File: config.mk
export PLATFORM = sky130hd
export DESIGN_NAME = tdm_demux
export DESIGN_NICKNAME = d
export VERILOG_FILES = /design/src/rtl/tdm_demux_pkg.sv /design/src/rtl/tdm_demux_slot_counter.sv /design/src/rtl/tdm_demux.sv
export SDC_FILE = /design/constraint.sdc
export NUM_CORES = 1
export LEC_CHECK = 0
export CAP_MARGIN = 20
export CORE_ASPECT_RATIO = 0.9
export CORE_MARGIN = 1
export CORE_UTILIZATION = 37
export CTS_CLUSTER_SIZE = 24
export DETAILED_ROUTE_END_ITERATION = 12
export PLACE_DENSITY = 0.65
export SLEW_MARGIN = 20
export SYNTH_ARGS = -nofsm -noshare
export SYNTH_HDL_FRONTEND = slang
export SYNTH_HIERARCHICAL = 1
export SYNTH_SLANG_ARGS = --single-unit
File: constraint.sdc
create_clock -name clk -period 2.2 [get_ports clk]
set_clock_uncertainty 0.2 [all_clocks]
set_input_delay 0.33 -clock clk [delete_from_list [all_inputs] [get_ports clk]]
set_output_delay 0.33 -clock clk [all_outputs]
set_load 0.1 [all_outputs]
File: src/rtl/tdm_demux_pkg.sv
// Shared constants for the TDM mux/demux pair: FSM encodings and default
// frame geometry, so both ends agree on slot numbering.
package tdm_demux_pkg;

  localparam logic [0:0] ST_HUNT   = 1'b0;
  localparam logic [0:0] ST_LOCKED = 1'b1;

  localparam int NSLOTS_DEF = 7;
  localparam int ADDR_W_DEF = 3;

endpackage

File: src/rtl/tdm_demux_slot_counter.sv
// Modulo-NSLOTS slot counter with clear, load-to-1 and increment controls.
// Priority: clr, then load1, then inc.
module slot_counter
  import tdm_demux_pkg::*;
#(
  parameter int NSLOTS = NSLOTS_DEF,
  parameter int ADDR_W = ADDR_W_DEF
) (
  input  logic              clk,
  input  logic              reset,
  input  logic              clr,
  input  logic              load1,
  input  logic              inc,
  output logic [ADDR_W-1:0] count,
  output logic              last
);

  localparam logic [ADDR_W-1:0] LAST_SLOT = ADDR_W'(NSLOTS - 1);

  logic [ADDR_W-1:0] count_reg;
  logic [ADDR_W-1:0] count_next;

  always_comb begin
    count_next = count_reg;
    if (clr) begin
      count_next = '0;
    end else if (load1) begin
      count_next = ADDR_W'(1);
    end else if (inc) begin
      // wrap at NSLOTS, not at 2**ADDR_W
      count_next = (count_reg == LAST_SLOT) ? '0 : count_reg + ADDR_W'(1);
    end
  end

  always_ff @(posedge clk) begin
    if (reset) begin
      count_reg <= '0;
    end else begin
      count_reg <= count_next;
    end
  end

  assign count = count_reg;
  assign last  = (count_reg == LAST_SLOT);

endmodule

File: src/rtl/tdm_demux.sv
// Time-division demultiplexer: steers serial slot bits into a shadow frame
// and publishes each complete frame with a one-cycle frame_valid pulse.
module tdm_demux
  import tdm_demux_pkg::*;
#(
  parameter int NSLOTS = NSLOTS_DEF,
  parameter int ADDR_W = ADDR_W_DEF
) (
  input  logic              clk,
  input  logic              reset,
  input  logic              en,
  input  logic              sync_in,
  input  logic              data_in,
  output logic [NSLOTS-1:0] out,
  output logic              frame_valid,
  output logic [ADDR_W-1:0] slot_addr,
  output logic              locked,
  output logic              sync_err
);

  logic [0:0]        state_reg, state_next;
  logic [NSLOTS-1:0] shadow_reg, shadow_next;
  logic [NSLOTS-1:0] out_reg, out_next;
  logic              frame_valid_reg, frame_valid_next;
  logic              sync_err_reg, sync_err_next;

  logic              cnt_clr, cnt_load1, cnt_inc;
  logic              cnt_last;
  logic [ADDR_W-1:0] cnt;

  logic [NSLOTS-1:0] slot_sel;
  logic [NSLOTS-1:0] merged;
  logic [NSLOTS-1:0] first_bit;

  slot_counter #(
    .NSLOTS(NSLOTS),
    .ADDR_W(ADDR_W)
  ) u_slot_counter (
    .clk  (clk),
    .reset(reset),
    .clr  (cnt_clr),
    .load1(cnt_load1),
    .inc  (cnt_inc),
    .count(cnt),
    .last (cnt_last)
  );

  // one-hot decode of the current slot for the shadow write
  for (genvar gi = 0; gi < NSLOTS; gi++) begin : g_sel
    assign slot_sel[gi] = (cnt == ADDR_W'(gi));
  end

  assign merged    = (shadow_reg & ~slot_sel) | ({NSLOTS{data_in}} & slot_sel);
  assign first_bit = {{(NSLOTS-1){1'b0}}, data_in};

  always_comb begin
    state_next       = state_reg;
    shadow_next      = shadow_reg;
    out_next         = out_reg;
    frame_valid_next = 1'b0;
    sync_err_next    = 1'b0;
    cnt_clr          = 1'b0;
    cnt_load1        = 1'b0;
    cnt_inc          = 1'b0;
    if (en) begin
      case (state_reg)
        ST_HUNT: begin
          if (sync_in) begin
            state_next  = ST_LOCKED;
            shadow_next = first_bit;
            cnt_load1   = 1'b1;
          end
        end
        ST_LOCKED: begin
          if (sync_in) begin
            // marker always restarts a frame; off slot 0 it is also an error
            shadow_next   = first_bit;
            cnt_load1     = 1'b1;
            sync_err_next = (cnt != '0);
          end else if (cnt == '0) begin
            sync_err_next = 1'b1;
            state_next    = ST_HUNT;
            cnt_clr       = 1'b1;
          end else begin
            cnt_inc = 1'b1;
            if (cnt_last) begin
              out_next         = merged;
              frame_valid_next = 1'b1;
            end else begin
              shadow_next = merged;
            end
          end
        end
        default: begin
          state_next = ST_HUNT;
          cnt_clr    = 1'b1;
        end
      endcase
    end
  end

  always_ff @(posedge clk) begin
    if (reset) begin
      state_reg       <= ST_HUNT;
      shadow_reg      <= '0;
      out_reg         <= '0;
      frame_valid_reg <= 1'b0;
      sync_err_reg    <= 1'b0;
    end else begin
      state_reg       <= state_next;
      shadow_reg      <= shadow_next;
      out_reg         <= out_next;
      frame_valid_reg <= frame_valid_next;
      sync_err_reg    <= sync_err_next;
    end
  end

  assign out         = out_reg;
  assign frame_valid = frame_valid_reg;
  assign slot_addr   = cnt;
  assign locked      = (state_reg == ST_LOCKED);
  assign sync_err    = sync_err_reg;

endmodule

==> results.json, run 1 <==
{
  "relSlewSlack_pct": 69.4,
  "vias_per_cell": 5.33,
  "first_pass_iters": 4,
  "ctsResizeCount": 0,
  "critPathMaxFanout": 14,
  "fp-row-count": 16,
  "io_buffer_count": 17,
  "hold_path_end": "shadow_reg[5]",
  "final.setup.tns_ns": 0,
  "cts_hold_buf": 0,
  "place_worst_setup_slack_ns": 0.0365,
  "crit_required_ns": 2.21,
  "drv_slew": 0,
  "synth_edf_count": 0,
  "synth-seq-cells": 20,
  "crit_path_max_incr_delay_ns": 0.44,
  "swShare_pct": 22.9,
  "p_leak_nw": 0.469,
  "ant_nets": 0,
  "dpl.cell_count": 135,
  "power_density_nw_per_um2": 650,
  "insertion_delay_ns": 0.30,
  "ys_seq_area_share_pct": 42.8,
  "synth_ff_type": "dfxtp_1",
  "die_area_sq_um": 2730,
  "fin_cells": 139,
  "drc": 0,
  "grt_pass1_wl_microns": 3020,
  "grt_use_total_pct": 15.6,
  "drt-initial-drc-count": 4,
  "synth_area_leader_cell": "dfxtp_1",
  "grt_pass1_vias": 706,
  "cts.sinks": 20,
  "drive_gt1_share_pct": 27.7,
  "synth_cell_type_count": 31,
  "cts_buffers": 3,
  "area_growth_pct": 23.6,
  "path_depth": 4,
  "rsz0062_at_grt": "no",
  "cp-end-kind": "flop",
  "syn_avg_cell_area_sq_um": 10.2,
  "crit_buf_inv": 0,
  "r2r_end": "out[0]",
  "wl_per_cell_microns": 12.7,
  "hold_path.class": "reg2reg",
  "place_congestion": 0.705,
  "tritoncts": "built",
  "finalCritPeriodShare_pct": 89.7,
  "num_io_pins": 18,
  "fin_area_sq_um": 1150,
  "critPathTopFamily": "simple AND/OR/NAND/NOR gates",
  "grt_max_degree": 15,
  "ir_drop_mv": 0.552,
  "synth.net_count": 99,
  "place_area_sq_um": 1100,
  "hp-start": "shadow_reg[5]",
  "nets": 120,
  "via_count": 741,
  "fp.dieW_microns": 55.0,
  "cp_cell_sequence": "or3_4, ha_1, and4_1, a311oi_1",
  "synth.top_cells.by_area": "dfxtp_1, mux2i_1, a211oi_1, o2bb2ai_1, nor2_1",
  "dieHeight_microns": 49.7,
  "wirelength_microns": 1760,
  "dp_hpwl_microns": 1260,
  "crit_path_top_delay_cell": "or3_4",
  "ys_warn_count": 6,
  "finalHoldViolCount": 0,
  "cts_setup_buffers": 0,
  "clk_pin_slew_ns": 0.12,
  "syn_inst": 92,
  "grt_overflow_total": 0,
  "share_comb_of_total_power_pct": 10.8,
  "fin_crit_ns": 1.97,
  "synthesis.area_sq_um": 935,
  "cts-htree-levels": 1,
  "synth_common_cells": "dfxtp_1, nor2_1, a211oi_1, mux2i_1, o2bb2ai_1",
  "status": "completed",
  "initial_core_util_pct": 41.0,
  "core_area_sq_um": 2280,
  "synth_most_common_cell": "dfxtp_1",
  "setup_viol": 0,
  "max_freq_ghz": 0.507,
  "diodes": 0,
  "synth_top_area_share_pct": 42.8,
  "power_frac_seq_pct": 49.4,
  "clkPwrFrac_pct": 39.8,
  "critical_path_class": "reg2reg",
  "setup_ws_ns": 0.227,
  "cts_root_buf": "clkbuf_4",
  "grt_antenna_before_repair": 0,
  "startpoint_type": "flop",
  "internal-power_uw": 579,
  "clock_path_buffers": 2,
  "min_path_cells": 1,
  "arrival_ns": 1.99,
  "worst_pin_slew_ns": 0.459,
  "rrSetupSlack_ns": 0.23,
  "p_sw_uw": 172,
  "r2r_cells": 4,
  "r2r-start": "u_slot_counter/count[1]",
  "async_flop_share_pct": 0,
  "maxCapViolations": 0,
  "p_total_uw": 750
}
power by group through the flow:
stage / Clock (mW) / Combinational [mW] / Sequential, mW
CTS: 0.308 / 0.0814 / 0.371
global placement: 0 / 0.0798 / 0.379
global route: 0.329 / 0.0881 / 0.372
finish: 0.299 / 0.0808 / 0.371
detailed placement: 0 / 0.0813 / 0.379
floorplan: 0 / 0.0359 / 0.399
layout make-up:
type	instances	area [sq um]
clock buffers	3	22.5
flip-flops and latches	20	412
multi-input cells	63	468
fillers	220	1130
well taps	27	33.8
inverters	3	13.8
clock inverters	1	30.0
repair buffers	22	175
kinds of logic (layout without fill, tap and decap cells):
family / Yosys count / after routing / synth area share, %
and+or+nand+nor: 34 / 34 / 22.0
muxes: 7 / 7 / 7.50
buffers and inverters: 9 / 29 / 7.10
DFF: 20 / 20 / 42.8
adders and majority gates: 2 / 2 / 2.68
AOI/OAI and AO/OA: 20 / 20 / 17.9
metal layers:
layer | track usage [%] | routed length [microns]
met1 | 18.9 | 851
met2 | 25.1 | 817
met3 | 6.79 | 80
met4 | 3.33 | 12
met5 | 0 | 0
how the worst max path moves through the flow:
stage | from | to | slack (ns)
6_report | u_slot_counter/count[1] | out[0] | 0.23
5_1_grt | u_slot_counter/count[1] | out[6] | 0.12
4_1_cts | u_slot_counter/count[1] | out[4] | 0.22
3_5_place_dp | sync_in | u_slot_counter/count[2] | 0.04
3_3_place_gp | sync_in | u_slot_counter/count[2] | 0.07
2_1_floorplan | locked | out[4] | 0.0004
metrics by stage:
stage | utilization, % | hold WS (ns)
6_report | 50.6 | 0.276
4_1_cts | 50.6 | 0.277
3_3_place_gp | 48.3 | 0.244
5_1_grt | 50.6 | 0.293
2_1_floorplan | - | 0.197
3_5_place_dp | 48.3 | 0.246
layout by cell type, fill, tap and decap left out, types with 3 or more instances in the layout:
master / synthesis / layout
buf_4: 0 / 18
dfxtp_1: 20 / 17
nor2_1: 11 / 11
mux2i_1: 7 / 7
a211oi_1: 7 / 7
o2bb2ai_1: 5 / 5
nand3b_1: 4 / 4
clkdlybuf4s50_1: 0 / 4
nor3b_1: 3 / 3
nand2_1: 3 / 3
nor3_1: 3 / 3
clkbuf_4: 0 / 3
dfxtp_4: 0 / 3
Power figures use the tool's default switching activity.
==> run 2: changes to the inputs <==
CAP_MARGIN = unset   (was 20)
==> results of run 2 <==
Same layout as run 1: the final DEF is identical, and so are final timing and power.
==> run 3: changes to the inputs <==
clock period = 1.9 ns   (was 2.2 ns; I/O delays follow)
==> run 3 against run 2 <==
Effect of this change:
- register-to-register slack worse by 0.16 ns
- first-iteration DRC count grew to 3.8 times the previous value
- critical path depth is 2 higher
- total power is 0.38% higher
- clock power is 30% lower
- critical path type unchanged
- worst hold slack better by 0.00095 ns
- largest cell class unchanged
- sequential share of layout area is 6.1 points lower
- global-route usage is 1.4 points higher
- critical endpoint is now out[1]
- clock-buffer cell count stayed put
- fmax is 7.8% higher
- combinational power is 45% higher
==> results.json, run 3 (synthesized netlist as in run 1, its figures left out) <==
{
  "status": "completed",
  "critPathMaxFanout": 8,
  "insertion_delay_ns": 0.31,
  "diodes": 0,
  "critical_path_class": "reg2reg",
  "p_leak_nw": 0.530,
  "cts_buffers": 3,
  "r2r_end": "out[1]",
  "fp.dieW_microns": 55.0,
  "drive_gt1_share_pct": 40.7,
  "cts_setup_buffers": 0,
  "min_path_cells": 1,
  "setup_viol": 0,
  "fin_crit_ns": 1.83,
  "ir_drop_mv": 0.395,
  "final_common_cell": "dfxtp_1",
  "finalHoldViolCount": 0,
  "io_buffer_count": 17,
  "grt_use_total_pct": 17.0,
  "r2r_cells": 6,
  "clock_path_buffers": 2,
  "grt_pass1_vias": 713,
  "fp-row-count": 16,
  "clk_pin_slew_ns": 0.11,
  "ant_nets": 0,
  "cts_root_buf": "clkbuf_4",
  "via_count": 765,
  "worst_pin_slew_ns": 0.279,
  "grt_pass1_wl_microns": 3240,
  "wirelength_microns": 1930,
  "drt-initial-drc-count": 15,
  "initial_core_util_pct": 41.0,
  "power_density_nw_per_um2": 538,
  "drv_slew": 0,
  "hold_slack_ns": 0.277,
  "place_congestion": 0.798,
  "dpl.cell_count": 141,
  "cp-end-kind": "flop",
  "drc": 0,
  "startpoint_type": "flop",
  "grt_antenna_before_repair": 0,
  "rsz0062_at_grt": "no",
  "place_area_sq_um": 1350,
  "dieHeight_microns": 49.7,
  "fin_util_pct": 61.3,
  "relSlewSlack_pct": 80.9,
  "grt_overflow_total": 0,
  "cts.sinks": 20,
  "grt_max_degree": 14,
  "nets": 126,
  "rrSetupSlack_ns": 0.07,
  "hp-start": "shadow_reg[3]",
  "layout_common_cells": "dfxtp_1, buf_12, buf_4",
  "r2r-start": "u_slot_counter/count[2]",
  "tritoncts": "built",
  "fin_area_sq_um": 1400,
  "setup_ws_ns": 0.0690,
  "final.setup.tns_ns": 0,
  "first_pass_iters": 4,
  "max_freq_ghz": 0.546,
  "hold_path.class": "reg2reg",
  "fin_cells": 145,
  "num_io_pins": 18,
  "crit_required_ns": 1.91,
  "place_worst_setup_slack_ns": -0.136,
  "arrival_ns": 1.84,
  "vias_per_cell": 5.28,
  "core_area_sq_um": 2280,
  "p_total_uw": 753,
  "hold_path_end": "shadow_reg[3]",
  "maxCapViolations": 0,
  "area_growth_pct": 49.7,
  "wl_per_cell_microns": 13.3,
  "die_area_sq_um": 2730,
  "cts-htree-levels": 1,
  "finalCritPeriodShare_pct": 96.4
}
-- run 3: worst max path at each step --
stage / depth (start not counted) / from / slack (ns) / endpoint
after global routing: 6 / u_slot_counter/count[2] / 0.0004 / u_slot_counter/count[0]
after global placement: 6 / sync_in / -0.11 / u_slot_counter/count[2]
after CTS: 5 / u_slot_counter/count[2] / 0.04 / out[1]
after floorplan: 6 / u_slot_counter/count[2] / -0.1 / out[0]
final: 6 / u_slot_counter/count[2] / 0.07 / out[1]
after detailed placement: 6 / sync_in / -0.14 / u_slot_counter/count[2]
-- run 3: metal layers --
layer | wire length, microns | GRT usage (%)
met5 | 0 | 0
met4 | 23 | 7.50
met3 | 74 | 6.79
met2 | 853 | 23.5
met1 | 976 | 22.7
-- run 3: report_power, final --
part / internal, mW / switching [mW]
sequential: 0.421 / 0.00503
combinational: 0.0486 / 0.0688
clock: 0.0769 / 0.133
-- run 3: critical path, cell delays in order (launching register included) --
cell      delay [ns]
dfxtp_4         0.36
or3_4           0.44
ha_4            0.18
and4_1          0.22
buf_4           0.18
nor2_2          0.11
a211oi_2        0.05
-- run 3: area by class of cell --
type / count / area [sq um]
Clock inverter: 1 / 3.75
Fill cell: 203 / 883
Multi-Input combinational cell: 63 / 529
Timing Repair Buffer: 28 / 383
Sequential cell: 20 / 413
Inverter: 3 / 13.8
Clock buffer: 3 / 22.5
Tap cell: 27 / 33.8
-- run 3: timing repair --
item                       4_1_cts  5_1_grt
gates resized for setup          0        6
setup endpoints to repair        0        5
hold buffers                     0        0
